<file path="src/rtl/zsy_oled_spi_stream_if.sv">
// Write-side bus of zsy_oled_spi_stream: push handshake plus FIFO occupancy.
// Defining ZSY_SPI_FILL_EN adds the per-entry repeat count wr_rep.
interface zsy_oled_spi_stream_if #(
  parameter int unsigned FIFO_AW = 4
);
  logic             wr_en;
  logic             wr_dc;
  logic [7:0]       wr_data;
  logic             wr_ready;
  logic [FIFO_AW:0] fifo_level;
`ifdef ZSY_SPI_FILL_EN
  logic [10:0]      wr_rep;

  modport master (output wr_en, wr_dc, wr_data, wr_rep, input wr_ready, fifo_level);
  modport slave  (input wr_en, wr_dc, wr_data, wr_rep, output wr_ready, fifo_level);
`else
  modport master (output wr_en, wr_dc, wr_data, input wr_ready, fifo_level);
  modport slave  (input wr_en, wr_dc, wr_data, output wr_ready, fifo_level);
`endif
endinterface

</file>
<file path="src/rtl/zsy_oled_spi_stream.sv">
// Write-only 4-wire SPI master for SSD1306-class panels fed by a {dc, data} byte FIFO.
// ZSY_SPI_FILL_EN: each entry carries wr_rep and is sent wr_rep+1 times in one frame.
module zsy_oled_spi_stream #(
  parameter int unsigned CLK_DIV    = 50,
  parameter int unsigned FIFO_AW    = 4,
  parameter int unsigned RST_CYCLES = 500,
  parameter int unsigned CS_GAP     = 2
) (
  input  logic                        clk,
  input  logic                        rst,
  zsy_oled_spi_stream_if.slave        wr,
  output logic                        busy,
  output logic                        init_done,
  output logic                        ovf,
  output logic                        cs_n,
  output logic                        sclk,
  output logic                        dc,
  output logic                        sdin,
  output logic                        oled_rst
);

  localparam int unsigned Depth = 2 ** FIFO_AW;
  localparam int unsigned HcW   = $clog2(CLK_DIV);
  localparam int unsigned RcW   = (RST_CYCLES > 1) ? $clog2(RST_CYCLES) : 1;
  localparam int unsigned GcW   = (CS_GAP > 1) ? $clog2(CS_GAP) : 1;

  typedef enum logic [2:0] {
    StRstHold,
    StIdle,
    StLoad,
    StBitLo,
    StBitHi,
    StEnd,
    StGap
  } state_e;

  state_e             state_q, state_d;
  logic [HcW-1:0]     hcnt_q, hcnt_d;
  logic [2:0]         bit_q, bit_d;
  logic [7:0]         sh_q, sh_d;
  logic [RcW-1:0]     rcnt_q, rcnt_d;
  logic [GcW-1:0]     gcnt_q, gcnt_d;
  logic [FIFO_AW-1:0] wr_ptr_q, wr_ptr_d;
  logic [FIFO_AW-1:0] rd_ptr_q, rd_ptr_d;
  logic [FIFO_AW-1:0] rd_idx;
  logic [FIFO_AW:0]   level_q, level_d;
  logic               cs_n_q, cs_n_d;
  logic               sclk_q, sclk_d;
  logic               dc_q, dc_d;
  logic               sdin_q, sdin_d;
  logic               oled_rst_q, oled_rst_d;
  logic               init_done_q, init_done_d;
  logic               ovf_q, ovf_d;

  logic [7:0]         mem_data [Depth];
  logic               mem_dc   [Depth];

  logic               push;
  logic               half_done;
  logic               load;
  logic               held_pop;
  logic [1:0]         pop_cnt;

`ifdef ZSY_SPI_FILL_EN
  logic [10:0]        mem_rep [Depth];
  logic [10:0]        rep_q, rep_d;
  logic               held_q, held_d;
  logic [7:0]         cur_q, cur_d;
`endif

  assign wr.wr_ready   = (level_q != (FIFO_AW + 1)'(Depth));
  assign wr.fifo_level = level_q;
  assign push          = wr.wr_en && wr.wr_ready;
  assign half_done     = (hcnt_q == HcW'(CLK_DIV - 1));

  assign busy      = !(((state_q == StIdle) || (state_q == StRstHold)) && (level_q == '0));
  assign init_done = init_done_q;
  assign ovf       = ovf_q;
  assign cs_n      = cs_n_q;
  assign sclk      = sclk_q;
  assign dc        = dc_q;
  assign sdin      = sdin_q;
  assign oled_rst  = oled_rst_q;

  always_comb begin
    state_d     = state_q;
    hcnt_d      = half_done ? '0 : hcnt_q + HcW'(1);
    bit_d       = bit_q;
    sh_d        = sh_q;
    rcnt_d      = rcnt_q;
    gcnt_d      = gcnt_q;
    cs_n_d      = cs_n_q;
    sclk_d      = sclk_q;
    dc_d        = dc_q;
    sdin_d      = sdin_q;
    oled_rst_d  = oled_rst_q;
    init_done_d = init_done_q;
    ovf_d       = ovf_q | (wr.wr_en & ~wr.wr_ready);
    load        = 1'b0;
    held_pop    = 1'b0;
    pop_cnt     = 2'd0;
`ifdef ZSY_SPI_FILL_EN
    rep_d       = rep_q;
    held_d      = held_q;
    cur_d       = cur_q;
`endif

    case (state_q)
      StRstHold: begin
        hcnt_d = '0;
        if (rcnt_q == RcW'(RST_CYCLES - 1)) begin
          oled_rst_d  = 1'b1;
          init_done_d = 1'b1;
          state_d     = StIdle;
        end else begin
          rcnt_d = rcnt_q + RcW'(1);
        end
      end
      StIdle: begin
        hcnt_d = '0;
        if (level_q != '0) state_d = StLoad;
      end
      StLoad: begin
        // First cycle of a frame opens cs_n; back-to-back loads arrive with cs_n already low.
        if (cs_n_q) begin
          load   = 1'b1;
          hcnt_d = '0;
        end else if (half_done) begin
          sclk_d  = 1'b1;
          state_d = StBitHi;
        end
      end
      StBitLo: begin
        if (half_done) begin
          sclk_d  = 1'b1;
          state_d = StBitHi;
        end
      end
      StBitHi: begin
        if (half_done) begin
          sclk_d = 1'b0;
          if (bit_q != 3'd0) begin
            bit_d   = bit_q - 3'd1;
            sdin_d  = sh_q[6];
            sh_d    = {sh_q[6:0], 1'b0};
            state_d = StBitLo;
          end else begin
`ifdef ZSY_SPI_FILL_EN
            held_pop = held_q && (rep_q == '0);
            if (rep_q != '0) begin
              rep_d   = rep_q - 11'd1;
              sh_d    = cur_q;
              sdin_d  = cur_q[7];
              bit_d   = 3'd7;
              state_d = StLoad;
            end else
`endif
            if (level_q > (FIFO_AW + 1)'(held_pop)) begin
              load    = 1'b1;
              state_d = StLoad;
            end else begin
              state_d = StEnd;
            end
          end
        end
      end
      StEnd: begin
        if (half_done) begin
          cs_n_d  = 1'b1;
          gcnt_d  = '0;
          state_d = StGap;
        end
      end
      StGap: begin
        if (half_done) begin
          if (gcnt_q == GcW'(CS_GAP - 1)) state_d = StIdle;
          else gcnt_d = gcnt_q + GcW'(1);
        end
      end
      default: state_d = StIdle;
    endcase

    // A finished repeated entry is retired on the same edge that may load its successor.
    rd_idx = rd_ptr_q + FIFO_AW'(held_pop);
`ifdef ZSY_SPI_FILL_EN
    if (held_pop) held_d = 1'b0;
`endif
    if (load) begin
      cs_n_d = 1'b0;
      dc_d   = mem_dc[rd_idx];
      sh_d   = mem_data[rd_idx];
      sdin_d = mem_data[rd_idx][7];
      bit_d  = 3'd7;
`ifdef ZSY_SPI_FILL_EN
      cur_d  = mem_data[rd_idx];
      rep_d  = mem_rep[rd_idx];
      held_d = (mem_rep[rd_idx] != '0);
`endif
    end

`ifdef ZSY_SPI_FILL_EN
    pop_cnt = {1'b0, held_pop} + {1'b0, load && (mem_rep[rd_idx] == '0)};
`else
    pop_cnt = {1'b0, load};
`endif

    rd_ptr_d = rd_ptr_q + FIFO_AW'(pop_cnt);
    wr_ptr_d = wr_ptr_q + FIFO_AW'(push);
    level_d  = level_q + (FIFO_AW + 1)'(push) - (FIFO_AW + 1)'(pop_cnt);
  end

  always_ff @(posedge clk) begin
    if (rst) begin
      state_q     <= StRstHold;
      hcnt_q      <= '0;
      bit_q       <= 3'd7;
      sh_q        <= '0;
      rcnt_q      <= '0;
      gcnt_q      <= '0;
      wr_ptr_q    <= '0;
      rd_ptr_q    <= '0;
      level_q     <= '0;
      cs_n_q      <= 1'b1;
      sclk_q      <= 1'b0;
      dc_q        <= 1'b0;
      sdin_q      <= 1'b0;
      oled_rst_q  <= 1'b0;
      init_done_q <= 1'b0;
      ovf_q       <= 1'b0;
`ifdef ZSY_SPI_FILL_EN
      rep_q       <= '0;
      held_q      <= 1'b0;
      cur_q       <= '0;
`endif
    end else begin
      state_q     <= state_d;
      hcnt_q      <= hcnt_d;
      bit_q       <= bit_d;
      sh_q        <= sh_d;
      rcnt_q      <= rcnt_d;
      gcnt_q      <= gcnt_d;
      wr_ptr_q    <= wr_ptr_d;
      rd_ptr_q    <= rd_ptr_d;
      level_q     <= level_d;
      cs_n_q      <= cs_n_d;
      sclk_q      <= sclk_d;
      dc_q        <= dc_d;
      sdin_q      <= sdin_d;
      oled_rst_q  <= oled_rst_d;
      init_done_q <= init_done_d;
      ovf_q       <= ovf_d;
`ifdef ZSY_SPI_FILL_EN
      rep_q       <= rep_d;
      held_q      <= held_d;
      cur_q       <= cur_d;
`endif
    end
  end

  // Storage needs no reset: pointers and level define which entries are live.
  always_ff @(posedge clk) begin
    if (push) begin
      mem_data[wr_ptr_q] <= wr.wr_data;
      mem_dc[wr_ptr_q]   <= wr.wr_dc;
`ifdef ZSY_SPI_FILL_EN
      mem_rep[wr_ptr_q]  <= wr.wr_rep;
`endif
    end
  end

endmodule
</file>
<file path="src/flat_wrapper.sv">
// flat-port wrapper written by rule: the top's interface ports become plain ports
module zsy_oled_spi_stream_flat 
#(
  parameter int unsigned CLK_DIV    = 50,
  parameter int unsigned FIFO_AW    = 4,
  parameter int unsigned RST_CYCLES = 500,
  parameter int unsigned CS_GAP     = 2
)
  (clk, rst, busy, init_done, ovf, cs_n, sclk, dc, sdin, oled_rst, wr_wr_en, wr_wr_dc, wr_wr_data, wr_wr_ready, wr_fifo_level);
  zsy_oled_spi_stream_if #(.FIFO_AW(FIFO_AW)) wr_i ();
  input  logic clk;
  input  logic rst;
  output logic busy;
  output logic init_done;
  output logic ovf;
  output logic cs_n;
  output logic sclk;
  output logic dc;
  output logic sdin;
  output logic oled_rst;
  input wire logic [$bits(wr_i.wr_en)-1:0] wr_wr_en;
  input wire logic [$bits(wr_i.wr_dc)-1:0] wr_wr_dc;
  input wire logic [$bits(wr_i.wr_data)-1:0] wr_wr_data;
  output wire logic [$bits(wr_i.wr_ready)-1:0] wr_wr_ready;
  output wire logic [$bits(wr_i.fifo_level)-1:0] wr_fifo_level;
  assign wr_i.wr_en = wr_wr_en;
  assign wr_i.wr_dc = wr_wr_dc;
  assign wr_i.wr_data = wr_wr_data;
  assign wr_wr_ready = wr_i.wr_ready;
  assign wr_fifo_level = wr_i.fifo_level;
  zsy_oled_spi_stream #(.CLK_DIV(CLK_DIV), .FIFO_AW(FIFO_AW), .RST_CYCLES(RST_CYCLES), .CS_GAP(CS_GAP)) u_core (.clk(clk), .rst(rst), .wr(wr_i), .busy(busy), .init_done(init_done), .ovf(ovf), .cs_n(cs_n), .sclk(sclk), .dc(dc), .sdin(sdin), .oled_rst(oled_rst));
endmodule
</file>
<file path="config.mk">
export PLATFORM = sky130hd
export DESIGN_NAME = zsy_oled_spi_stream_flat
export DESIGN_NICKNAME = d
export VERILOG_FILES = /design/src/rtl/zsy_oled_spi_stream_if.sv /design/src/rtl/zsy_oled_spi_stream.sv /design/src/flat_wrapper.sv
export SDC_FILE = /design/constraint.sdc
export NUM_CORES = 1
export LEC_CHECK = 0
export ABC_AREA = 1
export BUFFER_PORTS_ARGS = -buffer_cell sky130_fd_sc_hd__buf_2
export CORE_ASPECT_RATIO = 0.75
export CORE_MARGIN = 1
export CORE_UTILIZATION = 61
export DETAILED_ROUTE_END_ITERATION = 8
export HOLD_SLACK_MARGIN = 0.15
export PLACE_DENSITY = 0.78
export REMOVE_ABC_BUFFERS = 1
export SETUP_SLACK_MARGIN = 0.15
export SYNTH_ARGS = -nofsm -noshare
export SYNTH_HDL_FRONTEND = slang
export SYNTH_SLANG_ARGS = --single-unit
</file>
<file path="constraint.sdc">
create_clock -name clk -period 8.2 [get_ports clk]
set_clock_uncertainty 0.2 [all_clocks]
set_input_delay 1.64 -clock clk [delete_from_list [all_inputs] [get_ports clk]]
set_output_delay 1.64 -clock clk [all_outputs]
set_load 0.05 [all_outputs]
</file>
==> impl_summary.txt <==
----------------------------------------------------
[Status]
  Status ... complete, no violations

[CTS]
  Hold buffer count at cts ... 0
  Clock tree sinks ... about 190
  Post-CTS setup-driven buffer insertion count ... 0
  Clock root buffer ... sky130_fd_sc_hd__clkbuf_16
  Post-CTS Resized ... 0
  Later-pin clock latency in the skew report ... ~0.44 ns
  Clock transition time at the flip-flop clock pins of the worst setup and hold paths ... approximately 0.070 ns
  Worst-case clock buffer depth ... 2
  CTS HTree Levels ... 4
  CTS Buf Count ... 17
  Clock tree from TritonCTS ... built

[Power and ir drop]
  Worst IR Drop VDD ... approximately 0.17 mV
  Cell Pwr Density ... 243 mW/mm^2
  Static power due to leakage ... 3.59 nW

[Global routing]
  GRT Residual Overflow ... 0
  Wire length of the first global-routing pass ... between 20000 and 30000 um
  Global router's overall resource usage ... 0.294
  Maximum number of pins on one net before global-route repair ... 77
  Number of antenna violations at the first check in global routing ... 0
  Vias in the first global route ... around 5400

[Drt]
  Total wire length ... about 19000 um
  First-pass detailed-route iteration total ... 7
  Vias per inst ... just under 6
  Average detailed-routed wire length per instance ... ~19 um
  Number of design-rule violations left by the first detailed-router iteration ... 974
  DR DRC count ... 0
  Detail Route Antenna Nets ... 0
  Number of vias in the routed layout ... 6102

[STA]
  RSZ-0062 raised after global routing ... false
  Aggregate negative setup slack ... 0 ns
  Slack of the critical path ... 4.67 ns
  Total count of hold-check failures in the final report ... 0
  Worst rel slew slack ... 0.403
  Peak clock frequency supported by timing ... about 280 MHz
  Shortest period the worst path allows ... 3.53 ns
  Final-report max-slew violation count ... 0
  Slew at the pin closest to its max-slew limit ... ~0.89 ns
  Period utilization ... 0.431
  Count of final setup violators ... 0

[Critical path]
  Worst stage delay on the critical path ... 0.37 ns
  R2r setup slk ... ~5.2 ns
  Cells along the critical path ... inv_1 -> ha_1 -> nand3_1 -> inv_1 -> nand2_1 -> buf_2
  Critical register-to-register path endpoint ... u_core.sh_q[6]
  Data required time at the worst endpoint ... roughly 6.4 ns
  Worst path most repeated cell ... sky130_fd_sc_hd__inv_1
  Signal arrival time at the worst endpoint ... ~1.7 ns
  Category of the worst setup path capture point ... primary output
  Cell with the largest stage delay on the worst path ... sky130_fd_sc_hd__dfxtp_1
  Worst r2r path cells ... 9
  Worst Setup Path Type ... register to primary output
  Nature of the critical path startpoint ... register
  Critical register-to-register path startpoint ... u_core.rd_ptr_q[0]
  Biggest fanout along the worst timing path ... 3

[Place]
  Final GP Congestion ... 0.870
  Post-placement setup slack ... ~4.7 ns
  Total placed instance area ... between 0.008 and 0.009 sq mm
  Placed instance count ... slightly above 1000
  Port-buffer cells ... 25
  Half-perimeter wire length after detailed placement ... about 13000 um

[Floorplanning]
  Initial Utilization ... 0.633
  Floorplan die area ... ~0.014 sq mm
  Count of boundary I/O pins ... 26
  Overall die width ... 137 um
  Core area ... roughly 0.013 sq mm
  Std-Cell Rows ... 36
  Die Y-Extent ... a little over 100 um

[Yosys]
  Post-synthesis mux area share ... 0
  Area share of xor/xnor cells in the synthesized design ... 0.0116
  Synthesized-area fraction occupied by adder cells ... 0.0235
  Register area share after synthesis ... 0.635
  Dominant combinational cell family by area after synthesis ... simple AND/OR/NAND/NOR gates
  Netlist area before placement ... 0.00832 sq mm
  Cells after synthesis ... 854
  Post-synthesis share of cell area spent on and, or, nand and nor gates ... 0.224
  Synth Area in Compound Gates ... 0.0520
  Average size of a mapped cell ... 9.74 sq um
  Seq cells post-synth ... between 150 and 200
  Count of warnings emitted by yosys ... 0
  Synth unique cells ... 35

[Worst hold path]
  Hold Path Sink ... u_core.ovf
  Path category of the worst min-delay check ... register to register
  Min-Delay Path Depth ... 2
  Source of the worst hold timing path ... u_core.ovf

[Finish]
  Post-route standard cell area excluding fillers ... just over 0.009 sq mm
  Area delta synth->final ... 9.17%
  Fin nets ... between 800 and 900
  Antenna diodes ... 0
  Most common library cell in the layout ignoring fill and taps ... sky130_fd_sc_hd__nand2_1
  Non-Filler Instances ... between 1000 and 1500
  Proportion of layout cells with a drive suffix above 1 ... 0.0830
  Commonest cells after routing, fill and taps aside ... sky130_fd_sc_hd__nand2_1 (184), sky130_fd_sc_hd__nor2_1 (162), sky130_fd_sc_hd__edfxtp_1 (144)

[Job]
  Max-capacitance violation count ... 0

----------------------------------------------------
[worst max-delay path, delay by kind of cell, from the launching register on]
| family | cells | cell delay [ns] |
|---|---|---|
| buffers and inverters | 3 | 0.44 |
| DFF | 1 | 0.37 |
| and+or+nand+nor | 2 | 0.24 |
| adders and majority gates | 1 | 0.20 |
[how the worst max path moves through the flow]
stage	from	endpoint	slack, ns	cells past startpoint
floorplan	u_core.wr.fifo_level[2]	busy	4.88	5
global placement	wr_wr_en	u_core.mem_data[7][1]	4.74	5
detailed placement	wr_wr_en	u_core.mem_data[6][2]	4.67	5
CTS	u_core.wr.fifo_level[3]	busy	4.65	6
global route	u_core.wr.fifo_level[3]	busy	4.58	6
finish	u_core.wr.fifo_level[3]	busy	4.67	6
[sequential cells by signal, summed over array words and instances, names as in the netlist, 3 cells and up]
register              cells
u_core.bit_q              3
u_core.hcnt_q             6
u_core.mem_data         128
u_core.mem_dc            16
u_core.rcnt_q             9
u_core.rd_ptr_q           4
u_core.sh_q               7
u_core.state_q            3
u_core.wr.fifo_level      5
u_core.wr_ptr_q           4
[logic make-up (layout without fill, tap and decap cells)]
group | after synthesis | in the layout
simple gates | 450 | 450
flops | 192 | 192
buf+inv | 102 | 128
compound gates | 84 | 84
fa+ha+maj | 15 | 15
xor+xnor | 11 | 11
[report_power, final]
part / switching (W) / internal [W]
registers: 0.0000219 / 0.00108
clock network: 0.000359 / 0.000480
logic: 0.000196 / 0.0000664
total: 0.000577 / 0.00163
[metrics by stage]
stage / power, W / hold WS, ns / util
3_5_place_dp: 0.00139 / 0.240 / 0.646
4_1_cts: 0.00221 / 0.250 / 0.691
2_1_floorplan: 0.00130 / 0.229 / -
3_3_place_gp: 0.00137 / 0.235 / 0.646
6_report: 0.00221 / 0.251 / 0.691
5_1_grt: 0.00228 / 0.290 / 0.691
[routing by layer]
layer / wire, um / global-route usage / vias up
li1: - / - / 2861
met1: 8440 / 0.433 / 2904
met2: 8840 / 0.428 / 305
met3: 1800 / 0.0639 / 32
met4: 385 / 0.112 / 0
met5: 0 / 0 / -
[cell type report]
class,count,area [sq um]
fill,986,4070
sequential,192,5290
multi-input combinational,560,2590
tap,171,214
clock buffer,18,429
inverter,68,255
timing repair buffer,28,148
clock inverter,14,164
[synth_stat cells (all sizes together)]
cell type | count | area [sq um]
nand3b | 1 | 7.51
buf | 20 | 126
nor2 | 164 | 631
o211ai | 1 | 7.51
o21ai | 62 | 310
inv | 66 | 248
edfxtp | 144 | 4320
nor3b | 1 | 7.51
fa | 1 | 20.0
a31oi | 3 | 18.8
nand3 | 86 | 440
nand2 | 189 | 727
xor2 | 5 | 43.8
o21a | 1 | 7.51
nand4 | 4 | 25.0
xnor2 | 6 | 52.6
ha | 14 | 175
clkbuf | 14 | 66.3
clkinv | 2 | 7.51
dfxtp | 48 | 961
nor3 | 5 | 25.0
a21oi | 17 | 88.8
Note: power is estimated with default switching activity, not from simulation.
